$ cat src/rtl/core_muldiv.sv
// Iterative RV32M/RV64M multiply/divide unit: shift-add multiplier and restoring divider,
// one bit per cycle, with a single-cycle path for divide-by-zero and signed overflow.
//
// state | meaning
// IDLE  | ready for a request
// CALC  | iterating one bit per cycle, XLEN cycles
// DONE  | result in o_res, o_valid pulses
module core_muldiv #(
  parameter int XLEN = 32
) (
  input  logic            clk,
  input  logic            rst,
  input  logic            i_valid,
  input  logic [2:0]      i_funct3,
  input  logic [XLEN-1:0] i_num1u,
  input  logic [XLEN-1:0] i_num2u,
  input  logic            i_flush,
  output logic            o_ready,
  output logic            o_valid,
  output logic [XLEN-1:0] o_res
);

  localparam logic [1:0] S_IDLE = 2'd0;
  localparam logic [1:0] S_CALC = 2'd1;
  localparam logic [1:0] S_DONE = 2'd2;
  localparam int CNT_W = $clog2(XLEN);
  localparam logic [CNT_W-1:0] CNT_LAST = CNT_W'(XLEN - 1);
  localparam logic [XLEN-1:0] MIN_INT = {1'b1, {(XLEN-1){1'b0}}};

  logic [1:0]      r_state;
  logic [CNT_W-1:0] r_cnt;
  logic [2:0]      r_funct3;
  logic            r_neg_q;
  logic            r_neg_r;
  logic [XLEN-1:0] r_a;
  logic [XLEN-1:0] r_hi;
  logic [XLEN-1:0] r_lo;
  logic [XLEN-1:0] r_res;

  logic            w_s1, w_s2, w_neg1, w_neg2;
  logic [XLEN-1:0] w_mag1, w_mag2;
  logic            w_div0, w_ovf, w_fast;
  logic [XLEN-1:0] w_fast_res;

  // Sign handling is decided at accept time; the iteration only ever sees magnitudes.
  assign w_s1   = (i_funct3 == 3'b001) | (i_funct3 == 3'b010) |
                  (i_funct3 == 3'b100) | (i_funct3 == 3'b110);
  assign w_s2   = (i_funct3 == 3'b001) | (i_funct3 == 3'b100) | (i_funct3 == 3'b110);
  assign w_neg1 = w_s1 & i_num1u[XLEN-1];
  assign w_neg2 = w_s2 & i_num2u[XLEN-1];
  assign w_mag1 = w_neg1 ? -i_num1u : i_num1u;
  assign w_mag2 = w_neg2 ? -i_num2u : i_num2u;

  assign w_div0 = i_funct3[2] & (i_num2u == '0);
  assign w_ovf  = i_funct3[2] & ~i_funct3[0] & (i_num1u == MIN_INT) & (i_num2u == '1);
  assign w_fast = w_div0 | w_ovf;
  assign w_fast_res = w_div0 ? (i_funct3[1] ? i_num1u : '1)
                             : (i_funct3[1] ? '0 : MIN_INT);

  logic [XLEN:0]     w_mul_sum;
  logic [2*XLEN-1:0] w_mul_full, w_mul_fin;
  logic [XLEN-1:0]   w_mul_res;
  logic [XLEN:0]     w_shift;
  logic              w_ge;
  logic [XLEN-1:0]   w_sub, w_rem_next, w_quo_next, w_quo_fin, w_rem_fin;
  logic [XLEN-1:0]   w_calc_res;

  // r_hi:r_lo is the running product (multiply) or remainder:quotient (divide).
  assign w_mul_sum  = {1'b0, r_hi} + (r_lo[0] ? {1'b0, r_a} : '0);
  assign w_mul_full = {w_mul_sum, r_lo[XLEN-1:1]};
  assign w_mul_fin  = r_neg_q ? -w_mul_full : w_mul_full;
  assign w_mul_res  = (r_funct3[1:0] == 2'b00) ? w_mul_fin[XLEN-1:0]
                                               : w_mul_fin[2*XLEN-1:XLEN];

  assign w_shift    = {r_hi, r_lo[XLEN-1]};
  assign w_ge       = (w_shift >= {1'b0, r_a});
  assign w_sub      = w_shift[XLEN-1:0] - r_a;
  assign w_rem_next = w_ge ? w_sub : w_shift[XLEN-1:0];
  assign w_quo_next = {r_lo[XLEN-2:0], w_ge};
  assign w_quo_fin  = r_neg_q ? -w_quo_next : w_quo_next;
  assign w_rem_fin  = r_neg_r ? -w_rem_next : w_rem_next;

  assign w_calc_res = r_funct3[2] ? (r_funct3[1] ? w_rem_fin : w_quo_fin) : w_mul_res;

  always_ff @(posedge clk) begin
    if (rst) begin
      r_state  <= S_IDLE;
      r_cnt    <= '0;
      r_funct3 <= '0;
      r_neg_q  <= 1'b0;
      r_neg_r  <= 1'b0;
      r_a      <= '0;
      r_hi     <= '0;
      r_lo     <= '0;
      r_res    <= '0;
    end else if (i_flush) begin
      r_state <= S_IDLE;
      r_cnt   <= '0;
    end else begin
      case (r_state)
        S_IDLE: begin
          if (i_valid) begin
            r_funct3 <= i_funct3;
            r_neg_q  <= w_neg1 ^ w_neg2;
            r_neg_r  <= w_neg1;
            r_cnt    <= '0;
            r_hi     <= '0;
            r_lo     <= i_funct3[2] ? w_mag1 : w_mag2;
            r_a      <= i_funct3[2] ? w_mag2 : w_mag1;
            if (w_fast) begin
              r_res   <= w_fast_res;
              r_state <= S_DONE;
            end else begin
              r_state <= S_CALC;
            end
          end
        end
        S_CALC: begin
          if (r_funct3[2]) begin
            r_hi <= w_rem_next;
            r_lo <= w_quo_next;
          end else begin
            r_hi <= w_mul_sum[XLEN:1];
            r_lo <= {w_mul_sum[0], r_lo[XLEN-1:1]};
          end
          r_cnt <= r_cnt + 1'b1;
          if (r_cnt == CNT_LAST) begin
            r_res   <= w_calc_res;
            r_state <= S_DONE;
          end
        end
        S_DONE:  r_state <= S_IDLE;
        default: r_state <= S_IDLE;
      endcase
    end
  end

  assign o_ready = (r_state == S_IDLE);
  assign o_valid = (r_state == S_DONE) & ~i_flush;
  assign o_res   = r_res;

endmodule

$ cat config.mk
export PLATFORM = sky130hd
export DESIGN_NAME = core_muldiv
export DESIGN_NICKNAME = d
export VERILOG_FILES = /design/src/rtl/core_muldiv.sv
export SDC_FILE = /design/constraint.sdc
export NUM_CORES = 1
export LEC_CHECK = 0
export BUFFER_PORTS_ARGS = -buffer_cell sky130_fd_sc_hd__buf_2
export CORE_ASPECT_RATIO = 1.4
export CORE_MARGIN = 4
export CORE_UTILIZATION = 30
export DETAILED_ROUTE_END_ITERATION = 8
export GPL_ROUTABILITY_DRIVEN = 0
export PLACE_DENSITY = 0.41
export RECOVER_POWER = 50
export SETUP_SLACK_MARGIN = 0.5
export SLEW_MARGIN = 10
export SYNTH_ARGS = -nofsm -noshare
export SYNTH_HDL_FRONTEND = slang
export SYNTH_SLANG_ARGS = --single-unit
$ cat constraint.sdc
create_clock -name clk -period 5.9 [get_ports clk]
set_input_delay 1.77 -clock clk [delete_from_list [all_inputs] [get_ports clk]]
set_output_delay 1.77 -clock clk [all_outputs]
set_load 0.005 [all_outputs]
==> reports/qor.csv <==
stage,metric,value,unit
drt,vias per cell,5.85,
worst_setup_path,maximum single-stage delay on the critical path,0.56,ns
timing,Least-Margin Pin Slew,3.03,ns
clock_tree,Inserted Clock Buffers,17,
power_and_ir_drop,leakage power total,7.18,nW
yosys,synthesized netlist net count,2683,
yosys,area fraction of the dominant cell type after synthesis,0.161,
power_and_ir_drop,power density cells,188,nW/um^2
placement,IO buf count,104,
worst_setup_path,crit path DAT,5.73,ns
timing,RSZ-0062 raised after global routing,yes,
timing,Slew headroom,-1.02,
global_route,number of antenna violations at the first check in global routing,0,
worst_setup_path,cells along the critical path,"inv_1, ha_1, a21oi_1, o21ai_0, a211oi_1, o211a_1, and2_1, nand2_1, inv_2, a21boi_0, inv_1, ha_1, nand3_1, nor3_1, a31o_2, nand3_1, o31ai_1, xnor2_1, o221a_2, a2111oi_2",
flow_run,max-cap viol count,1,
yosys,cell type with the largest total area after synthesis,dfxtp_1,
timing,total negative slack,0,ns
worst_setup_path,crit path launch type,register,
drt,count of antenna-violating nets left after detailed routing,0,
layout,"Area growth, synth to finish",11.0,%
placement,Placement Cell Area,18700,sq um
clock_tree,Clock Path Buffers,2,
placement,detailed placer's ending HPWL,64100,microns
yosys,Gate Count Post-Synth,2538,
floorplan,starting density of the core,0.303,
timing,maximum achievable frequency,186,MHz
clock_tree,"Clk pin slew, worst setup/hold paths",0.07,ns
worst_setup_path,top cell family by delay on the critical path,compound AO/OA/AOI/OAI gates,
yosys,synthesized area per cell,6.85,sq um
status,violated checks,"max-capacitance violations, max-slew violations",
yosys,synth top area cells,"dfxtp_1, nor2_1, mux2i_1",
floorplan,floorplan die area,61900,sq um
drt,routed wirelength normalized by instance count,24.4,microns
drt,DRC errors left,0,
layout,diode count,0,
power_and_ir_drop,Combinational Power Share,0.400,
layout,fraction of layout instances using a drive strength above 1,0.0994,
clock_tree,post-cts hold buffer count,0,
floorplan,Die X,211,microns
timing,Layout Skew,0.0107,ns
worst_setup_path,peak fanout along the critical path,13,
worst_setup_path,critical path's slowest cell,a211oi_1,
global_route,largest net degree at the start of global routing,80,
worst_hold_path,type of the most critical hold path,reg -> reg,
timing,pins over their slew limit,56,
worst_setup_path,Worst Path Required,6.25,ns
global_route,via count of the first global-routing pass,18700,
worst_setup_path,r2r worst-path depth,20,
global_route,total global routing track utilization,0.251,
power_and_ir_drop,proportion of total power due to net switching,0.417,
timing,Final Hold Violating Endpoints,0,
yosys,post-synthesis sequential element count,140,
drt,first-pass iteration count of the detailed router,5,
worst_setup_path,count of buffering cells on the critical path with inverters included,3,
power_and_ir_drop,net switching power figure,1.51,mW
timing,Final period util,0.911,
layout,Post-layout nets,2687,
power_and_ir_drop,clock network power share,0.309,
drt,vias after detailed routing,19300,
global_route,Overflow after GRT,0,
clock_tree,post-CTS setup buffer count,0,
yosys,library cells used by synthesis,97,
power_and_ir_drop,portion of total power attributed to sequential cells,0.292,
layout,area of all placed cells without fillers,19300,sq um
clock_tree,TritonCTS sink count,140,
timing,number of endpoints failing setup at the final stage,0,
yosys,Yosys Warn Count,0,
floorplan,placement row count,104,
timing,clock period minus final worst setup slack,5.38,ns
worst_setup_path,critical setup path kind,reg -> reg,
floorplan,Top Ports,105,
global_route,wire length of the first global-routing pass,120000,microns
worst_setup_path,critical register-to-register path endpoint,o_res[24],
yosys,dominant register cell in the synthesized netlist,dfxtp_1,
status,result of the run,"finished, violations left",
worst_hold_path,instance count along the most critical hold path,2,
worst_setup_path,"reg-to-reg slack, setup",0.52,ns
clock_tree,clock tree root buffer cell,clkbuf_16,
worst_setup_path,worst r2r src,r_a[28],
worst_hold_path,start point of the worst min-delay path,r_a[25],
power_and_ir_drop,Pint,2.11,mW
clock_tree,CTS H-tree depth,4,
yosys,number of enable-type register cells in the synthesized netlist,0,
floorplan,vertical extent of the die,293,microns
yosys,synthesized cell area,17400,sq um
yosys,share of the yosys chip area belonging to registers,0.161,
drt,aggregate routed wire length,80500,microns
drt,drt initial violations,1397,
worst_hold_path,endpoint of the worst hold path,r_a[25],
worst_setup_path,Crit. End Element,register,
yosys,share of synthesized registers carrying an async set or reset,0,
floorplan,core box area,57400,sq um
clock_tree,latest clock arrival within the worst-skew pair,0.46,ns
clock_tree,CTS tree,done,
power_and_ir_drop,maximum VDD drop,0.156,mV
## cell type report
| type | instances | area [sq um] |
|---|---|---|
| sequential | 140 | 2810 |
| clock inverter | 13 | 143 |
| inverter | 71 | 267 |
| tap | 742 | 928 |
| multi-input combinational | 2124 | 13600 |
| timing repair buffer | 188 | 1130 |
| fill | 6321 | 38100 |
| clock buffer | 19 | 433 |
## worst max-delay path by stage
stage | startpoint | to | cells past startpoint
5_1_grt | r_hi[5] | o_res[24] | 19
3_3_place_gp | i_num2u[6] | o_res[12] | 13
3_5_place_dp | i_num2u[6] | o_res[12] | 13
2_1_floorplan | i_num2u[6] | o_res[25] | 12
4_1_cts | r_lo[0] | o_res[24] | 17
6_report | r_a[28] | o_res[24] | 20
## cells by family (layout without fill, tap and decap cells)
logic type                 Yosys count  in the layout  share of synthesized area
muxes                              131            131                     0.0779
AOI/OAI and AO/OA                  801            801                      0.302
buffers and inverters              274            291                     0.0605
DFF                                140            140                      0.161
xor gates and xnor gates           177            177                     0.0892
adders and majority gates           74             74                     0.0542
and+or+nand+nor                    941            941                      0.255
## cells in the mapped netlist, types with 15 or more instances
cell and n:
xor2_1 83, a21o_1 29, o31ai_1 24, and3_1 15
or3_1 30, inv_1 68, and2_1 20, buf_1 17
o211ai_1 46, clkbuf_1 170, nor2_1 327, ha_1 72
a311oi_1 19, a22oi_1 37, nand4_1 39, a31oi_1 42
nand3_1 43, a21oi_1 193, o21ai_0 188, nor2b_1 17
o21a_1 16, nand2_1 237, a211oi_1 68, or4_1 26
nor4_1 23, xnor2_1 94, dfxtp_1 140, nor3_1 99
mux2i_1 115
## flip-flops by register name, summed over array words and instances (netlist names)
register / count
r_neg_r: 1
r_lo: 32
r_a: 32
r_neg_q: 1
o_res: 32
r_funct3: 3
r_hi: 32
r_cnt: 5
r_state: 2
## worst reg2reg max path, stage by stage, from the launching register on
cell and delay (ns):
dfxtp_1 0.31, inv_1 0.11, ha_1 0.43, a21oi_1 0.20, o21ai_0 0.15, a211oi_1 0.56
o211a_1 0.30, and2_1 0.21, nand2_1 0.40, inv_2 0.38, a21boi_0 0.20, inv_1 0.09
ha_1 0.25, nand3_1 0.10, nor3_1 0.15, a31o_2 0.21, nand3_1 0.24, o31ai_1 0.32
xnor2_1 0.13, o221a_2 0.27, a2111oi_2 0.27
## layer usage
metal,vias up,wire length [microns],GRT usage
met4,0,3970,0.114
met5,-,0,0
met1,9300,34400,0.312
li1,9349,-,-
met3,115,2760,0.0190
met2,536,39400,0.440
## what timing repair did
item	CTS	global route
endpoints found under the hold margin	0	0
resized for setup	0	10
setup endpoints to repair	0	8
## stage by stage
stage	cells	util	total power, mW	hold WS [ns]	worst slack (ns)
floorplan	2538	-	2.02	0.432	0.740
global placement	3265	0.326	2.50	0.443	0.240
detailed placement	3265	0.326	2.50	0.449	0.0696
CTS	3297	0.336	3.63	0.457	0.541
global route	3297	0.336	3.82	0.473	0.241
finish	3297	0.336	3.62	0.457	0.524
## cells in the final DEF (no fill, tap or decap), types with 19 or more instances in the layout
cell type  Yosys  layout
a31oi_1       42      42
nand4_1       39      39
a211oi_1      68      68
dfxtp_1      140     137
a21o_1        29      29
mux2i_1      115     115
nor4_1        23      23
a311oi_1      19      19
or4_1         26      26
nor2_1       327     324
nand2_1      237     237
xnor2_1       94      94
and2_1        20      19
nand3_1       43      43
o31ai_1       24      24
buf_4          1      81
a21oi_1      193     193
a22oi_1       37      37
ha_1          72      72
nor3_1        99      96
o211ai_1      46      46
clkbuf_1     170      34
o21ai_0      188     188
inv_1         68      67
xor2_1        83      83
buf_2         14      73
or3_1         30      30
## power groups by stage
stage	clock (mW)	sequential [mW]	combinational [mW]
6_report	1.12	1.06	1.45
5_1_grt	1.18	1.06	1.57
4_1_cts	1.15	1.06	1.43
3_5_place_dp	0	1.08	1.42
3_3_place_gp	0	1.08	1.43
2_1_floorplan	0	1.02	0.998
No activity file was read; power rests on OpenSTA's default activity.
